==> src/rtl/stream_mux_pkg.sv <==
// Shared types and helpers for the stream multiplexer: FSM states,
// arbitration mode encodings and the grant-width helper.
package stream_mux_pkg;

    typedef enum logic {
        IDLE = 1'b0,
        LOCK = 1'b1
    } state_e;

    localparam int MODE_SELECT = 0;
    localparam int MODE_RR     = 1;

    function automatic int selWidth(input int channels);
        return (channels > 1) ? $clog2(channels) : 1;
    endfunction

endpackage

==> src/rtl/stream_mux_rr_arbiter.sv <==
// Combinational round-robin arbiter: picks the first requesting channel
// searching upward from (ptr_i + 1) with wrap-around.
module rr_arbiter
    import stream_mux_pkg::*;
#(
    parameter int CHANNELS = 4,
    parameter int SELW     = selWidth(CHANNELS)
) (
    input  logic [SELW-1:0]     ptr_i,
    input  logic [CHANNELS-1:0] req_i,
    output logic [SELW-1:0]     grant_o
);

    logic found;
    int   idx;

    // With no request the pointer is echoed; the caller decides what to hold.
    always_comb begin
        grant_o = ptr_i;
        found   = 1'b0;
        idx     = 0;
        for (int off = 1; off <= CHANNELS; off++) begin
            idx = (int'(ptr_i) + off) % CHANNELS;
            if (!found && req_i[idx]) begin
                found   = 1'b1;
                grant_o = SELW'(idx);
            end
        end
    end

endmodule

==> src/rtl/stream_mux.sv <==
// Packet-aware N:1 stream multiplexer with a single registered output stage;
// a channel keeps the grant from its first beat until its last beat.
module stream_mux
    import stream_mux_pkg::*;
#(
    parameter int WIDTH    = 6,
    parameter int CHANNELS = 4,
    parameter int MODE     = MODE_SELECT,
    localparam int SELW    = selWidth(CHANNELS)
) (
    input  logic                      clk,
    input  logic                      rst_n,
    input  logic [SELW-1:0]           sel,
    input  logic [CHANNELS*WIDTH-1:0] in_data,
    input  logic [CHANNELS-1:0]       in_valid,
    input  logic [CHANNELS-1:0]       in_last,
    output logic [CHANNELS-1:0]       in_ready,
    output logic [WIDTH-1:0]          out_data,
    output logic                      out_valid,
    output logic                      out_last,
    input  logic                      out_ready,
    output logic [SELW-1:0]           grant,
    output logic                      locked
);

    state_e            state_q;
    logic [SELW-1:0]   grant_q;
    logic [SELW-1:0]   rrPtr_q;
    logic [WIDTH-1:0]  outData_q,  outData_d;
    logic              outValid_q, outValid_d;
    logic              outLast_q,  outLast_d;

    logic [SELW-1:0]   arbGrant;
    logic [SELW-1:0]   selCh;
    logic              selInRange;
    logic              slotFree;
    logic              accept;
    logic [WIDTH-1:0]  chosenData;
    logic              chosenValid;
    logic              chosenLast;

    generate
        if (MODE == MODE_RR) begin : g_rr
            rr_arbiter #(
                .CHANNELS (CHANNELS),
                .SELW     (SELW)
            ) u_arb (
                .ptr_i   (rrPtr_q),
                .req_i   (in_valid),
                .grant_o (arbGrant)
            );
        end else begin : g_sel
            assign arbGrant = rrPtr_q;
        end
    endgenerate

    // selCh is the channel eligible this cycle; it is what grant registers next.
    always_comb begin
        selCh = grant_q;
        if (state_q == IDLE) begin
            if (MODE == MODE_RR) begin
                selCh = (|in_valid) ? arbGrant : grant_q;
            end else begin
                selCh = sel;
            end
        end

        selInRange  = int'(selCh) < CHANNELS;
        slotFree    = out_ready || !outValid_q;
        chosenData  = '0;
        chosenValid = 1'b0;
        chosenLast  = 1'b0;
        for (int i = 0; i < CHANNELS; i++) begin
            if (SELW'(i) == selCh) begin
                chosenData  = in_data[i*WIDTH +: WIDTH];
                chosenValid = in_valid[i];
                chosenLast  = in_last[i];
            end
        end

        in_ready = '0;
        if (rst_n && selInRange && slotFree) begin
            in_ready = CHANNELS'(1) << selCh;
        end
        accept = rst_n && selInRange && slotFree && chosenValid;

        outData_d  = accept ? chosenData : outData_q;
        outLast_d  = accept ? chosenLast : outLast_q;
        outValid_d = accept ? 1'b1 : (out_ready ? 1'b0 : outValid_q);
    end

    always_ff @(posedge clk or negedge rst_n) begin
        if (!rst_n) begin
            state_q    <= IDLE;
            grant_q    <= '0;
            rrPtr_q    <= SELW'(CHANNELS - 1);
            outData_q  <= '0;
            outValid_q <= 1'b0;
            outLast_q  <= 1'b0;
        end else begin
            outData_q  <= outData_d;
            outValid_q <= outValid_d;
            outLast_q  <= outLast_d;
            grant_q    <= selCh;
            if (accept) begin
                rrPtr_q <= selCh;
            end
            case (state_q)
                IDLE: if (accept && !chosenLast) state_q <= LOCK;
                LOCK: if (accept && chosenLast)  state_q <= IDLE;
                default: state_q <= IDLE;
            endcase
        end
    end

    assign out_data  = outData_q;
    assign out_valid = outValid_q;
    assign out_last  = outLast_q;
    assign grant     = grant_q;
    assign locked    = (state_q == LOCK);

endmodule

==> config.mk <==
export PLATFORM = sky130hd
export DESIGN_NAME = stream_mux
export DESIGN_NICKNAME = d
export VERILOG_FILES = /design/src/rtl/stream_mux_pkg.sv /design/src/rtl/stream_mux_rr_arbiter.sv /design/src/rtl/stream_mux.sv
export SDC_FILE = /design/constraint.sdc
export NUM_CORES = 1
export LEC_CHECK = 0
export CAP_MARGIN = 20
export CORE_MARGIN = 3
export CORE_UTILIZATION = 35
export DETAILED_ROUTE_END_ITERATION = 16
export HOLD_SLACK_MARGIN = 0.03
export PLACE_DENSITY = 0.88
export SLEW_MARGIN = 20
export SYNTH_ARGS = -nofsm -noshare
export SYNTH_HDL_FRONTEND = slang
export SYNTH_HIERARCHICAL = 1
export SYNTH_SLANG_ARGS = --single-unit
==> constraint.sdc <==
create_clock -name clk -period 2.5 [get_ports clk]
set_input_delay 0.5 -clock clk [delete_from_list [all_inputs] [get_ports clk]]
set_output_delay 0.5 -clock clk [all_outputs]
set_load 0.02 [all_outputs]
=== Word-level counts from Yosys, hierarchy flattened ===
Index checks and enable logic that the tools add are counted.

* Word-level logic and storage cells: 38
* Output and inout port bits: 15
* Memories kept: 0
* Register bits: 11
* Input port bits: 37
* Memory bits (writable): 0
* Latch bits: 0
* Bits in read-only memories: 0

* Shift operators: 1
* Muxes and demuxes: 19
* Equality and inequality tests: 3
* Reduce and logical (&&, ||, !) cells: 9
* Bitwise logic cells: 1
* Multiply operators: 0
* Magnitude comparators: 0
* Add/subtract/negate cells: 0
* Div/mod/pow operators: 0

{| class="wikitable"
|+ Operators with widths
! kind !! count
|-
| $mux W6 || 4
|-
| $mux W1 || 12
|-
| $eq A2 B2 Y1 const A || 2
|-
| $logic_and A1 B1 Y1 || 4
|-
| $mux W4 || 1
|-
| $shl A1 B2 Y4 const A || 1
|-
| $eq A1 B2 Y1 const A || 1
|-
| $logic_not A1 Y1 || 2
|-
| $logic_not A2 Y1 || 1
|-
| $mux W2 || 1
|-
| $pmux W1 S2 || 1
|-
| $reduce_bool A2 Y1 || 1
|-
| $logic_or A1 B1 Y1 || 1
|-
| $not A1 Y1 || 1
|}

=== Longest topological paths before layout ===
* Word-level depth: 10
* Depth in mapped cells: 7
* Gate-level depth less buffers: 5

=== Worst setup path before layout ===
OpenSTA, ideal clock, no wires.

* Path kind: reg2out
* Start: reg with a tool-made name
* End: out in_ready[0]
* Path buffers: 2
* Arrival: 1.703 ns
* Stages on the path, launching flop included: 6
* Slack: 0.297 ns
* Cell sequence: dfrtp_1 -> buf_6 -> mux2i_4 -> buf_2 -> inv_2 -> nor3_1

{| class="wikitable"
|+ RTL lines
! item !! RTL line !! RTL
|-
| end: declaration || stream_mux.sv:17 || <nowiki>output logic [CHANNELS-1:0] in_ready,</nowiki>
|}

=== Worst setup path in the final report ===
* Start: in sel[1]
* End: out in_ready[1]

* Longest elaborated chain between the ends: 3

{| class="wikitable"
|+ RTL lines
! item !! RTL line !! RTL
|-
| start: declaration || stream_mux.sv:13 || <nowiki>input logic [SELW-1:0] sel,</nowiki>
|-
| $mux W2 || stream_mux.sv:60 || <nowiki>if (state_q == IDLE) begin</nowiki>
|-
| net selCh[1] || stream_mux.sv:34 || <nowiki>logic [SELW-1:0] selCh;</nowiki>
|-
| $shl A1 B2 Y4 || stream_mux.sv:83 || <nowiki>in_ready = CHANNELS'(1) << selCh;</nowiki>
|-
| $mux W4 || stream_mux.sv:82 || <nowiki>if (rst_n && selInRange && slotFree) begin</nowiki>
|}

The timed path passes the listed nets, and every way through them passes these cells.

==> out/summary.txt <==
outcome = complete, no violations
Max Cap Viol = 0
final slew viol count = 0
fin util = 67.8%
critical path peak fanout = 4
ant diodes = 0
Synth Area in XOR/XNOR = 0%
synthesized instance count = 77
global-route wire length before repair = 3610 um
worst setup path start = sel[1]
clk root buf = clkbuf_4
critical path depth = 5
combinational family with the most area after synthesis = multiplexers
initial antenna violation count = 0
layout cells sized above 1 = 17.0%
Max Clock Skew = 0.00277 ns
top-level I/O count = 52
First-pass DRT Iterations = 4
Worst EP arrival = 1.85 ns
cells on worst reg2reg path = 7
Layout area overhead = 76.7%
endpoints failing setup = 0
area fraction in and, or, nand and nor cells after synthesis = 17.3%
Mapped Area = 783 um^2
Die ar. = 2840 um^2
final worst-path cycle share = 93.8%
Slew headroom = 74.3%
Post-Synth Adder-Cell Area = 0%
endpoint class of the critical path = primary output
crit-path leading delay family = buffers and inverters
reg2reg setup slack = 0.30 ns
Num Clock Sinks = 11
fin nets = 173
Final Cell Area = 1380 um^2
clock slew at reported path FFs = 0.07 ns
largest net degree at the start of global routing = 12
total setup buffers inserted after CTS = 0
CTS tree = yes
compound-cell area share of the yosys netlist = 15.0%
Least-Margin Pin Slew = 0.385 ns
Initial DRC Count = 6
Synth Area per Inst = 10.2 um^2
grt ovf = 0
mux share of post-synthesis cell area = 26.4%
Die Wd = 53.3 um
Clock power frac = 7.5%
Sw Ratio = 41.3%
f_max = 0.426 GHz
WHS Path Cells = 2
R2R Path End = out_data[3]
ranking of synthesized cells by area = dfrtp_1, mux2_4, nand2_1, a211oi_1, mux2i_4
CP max-delay cell = clkdlybuf4s50_1
core area = 2040 um^2
sw power = 0.000664 W
crit-path cells = clkdlybuf4s50_1, mux2i_4, inv_2, nor3_1, dlygate4sd2_1
logic gate share of total power = 69.1%
hold_sp = out_valid
H-tree Lvls = 1
Worst Path Buf+Inv = 3
CTS Buffer Depth = 2
RSZ-0062 raised after global routing = no
worst hold slack = 0.513 ns
cts hold-fix bufs = 0
power per cell area = 1160 nW/um^2
Syn Nets = 114
Post-DRT Antenna Nets = 0
Ys Warns = 6
All-Layer GR Usage = 18.7%
Final min period = 2.35 ns
Critical Setup Path Class = in2out
register area share after synthesis = 35.1%
vias in the first global route = 775
overall power = 0.00161 W
Worst Hold End = out_valid
I/O Buffers = 51
Row Count = 16
total placed instance area = 1360 um^2
Distinct cells, synth = 20
P_int = 0.000945 W
via count = 803
Resize count post-CTS = 4
type of origin of the critical path = input pin
Req. time, crit path = 2.00 ns
die height = 53.3 um
flops & latches, synth = 11
CTS buffer count = 3
biggest area consumer among synthesized cells = dfrtp_1
DR DRC count = 0
Placer Congestion = 0.860
Clock Latency Late Sink = 0.27 ns
Starting Density = 38.4%
Fin. Hold Viols = 0
post-synth top area share = 35.1%
Flop pwr share = 23.4%
dpl hpwl = 2030 um
Post-Route WL = 2370 um
Max stage delay on crit path = 0.49 ns
Hold Path Class = reg2reg
DR WL/cell = 14.6 um
DR vias/cell = 4.96
Leak Pwr = 0.608 nW
VDD IR-drop max = 0.657 mV
## synth_stat cells (all sizes together)
cell     n
mux2     7
nor2b    7
nand2   14
nor3     3
a21o     1
nand2b   2
mux2i    5
a21oi    1
a32oi    1
inv      3
nor2     3
a211oi   6
a31oi    6
mux4     1
dfrtp   11
a221o    1
buf      5
## placed cells by master, fill, tap and decap left out, types with 2 or more instances in the layout
cell type,n
dfrtp_1,11
inv_2,2
buf_4,7
mux2i_4,2
a31oi_1,6
clkdlybuf4s50_1,47
nand2b_1,2
nor3_1,3
nor2_1,3
dlygate4sd2_1,4
nand2_1,14
nor2b_1,7
mux2_4,7
clkbuf_4,3
mux2i_1,3
a211oi_1,6
## sequential cells by signal, indices dropped and copies added (netlist names), named ones only
| name | count |
|---|---|
| out_valid | 1 |
| grant | 2 |
| out_data | 6 |
| out_last | 1 |
## power by group through the flow
| stage | sequential, W | combinational, W | clock, W |
|---|---|---|---|
| CTS | 0.000376 | 0.00112 | 0.000127 |
| finish | 0.000377 | 0.00111 | 0.000121 |
| global placement | 0.000371 | 0.00110 | 0 |
| detailed placement | 0.000380 | 0.00113 | 0 |
| floorplan | 0.000452 | 0.000605 | 0 |
| global route | 0.000388 | 0.00119 | 0.000138 |
## worst max-delay path by stage
stage                        to  slack, ns
floorplan           in_ready[0]       0.30
global placement    in_ready[0]      -0.04
detailed placement  in_ready[1]      -0.13
CTS                 in_ready[1]       0.15
global route        in_ready[1]       0.06
finish              in_ready[1]       0.15
## area by class of cell
cell class | count | area [um^2]
fill | 167 | 658
multi-input combinational | 58 | 459
sequential | 11 | 275
timing repair buffer | 59 | 578
inverter | 3 | 11.3
tap | 27 | 33.8
clock buffer | 4 | 26.3
## logic make-up (layout without fill, tap and decap cells)
| logic type | count (synthesis) | in the layout |
|---|---|---|
| compound gates | 16 | 16 |
| flops | 11 | 11 |
| mux | 13 | 13 |
| buf+inv | 8 | 66 |
| simple gates | 29 | 29 |
## per-stage QoR
step | setup TNS (ns) | worst slack [ns] | cells
final | 0 | 0.154 | 162
after global routing | 0 | 0.0614 | 162
after CTS | 0 | 0.149 | 162
after detailed placement | -0.403 | -0.134 | 158
after global placement | -0.106 | -0.0379 | 158
after floorplan | 0 | 0.297 | 77
## worst reg2reg max path: cells and delay by family (launching register included)
family                 cells  cell delay [ns]
DFF                        1             0.57
buffers and inverters      2             0.37
AOI/OAI and AO/OA          3             0.51
muxes                      2             0.64
## per-layer routing
| layer | global-route usage (%) | up-vias | wire length [um] |
|---|---|---|---|
| li1 | - | 394 | - |
| met1 | 18.6 | 377 | 899 |
| met2 | 34.1 | 27 | 1270 |
| met3 | 7.04 | 5 | 148 |
| met4 | 7.66 | 0 | 46 |
| met5 | 0 | - | 0 |
No activity file was read; power rests on OpenSTA's default activity.
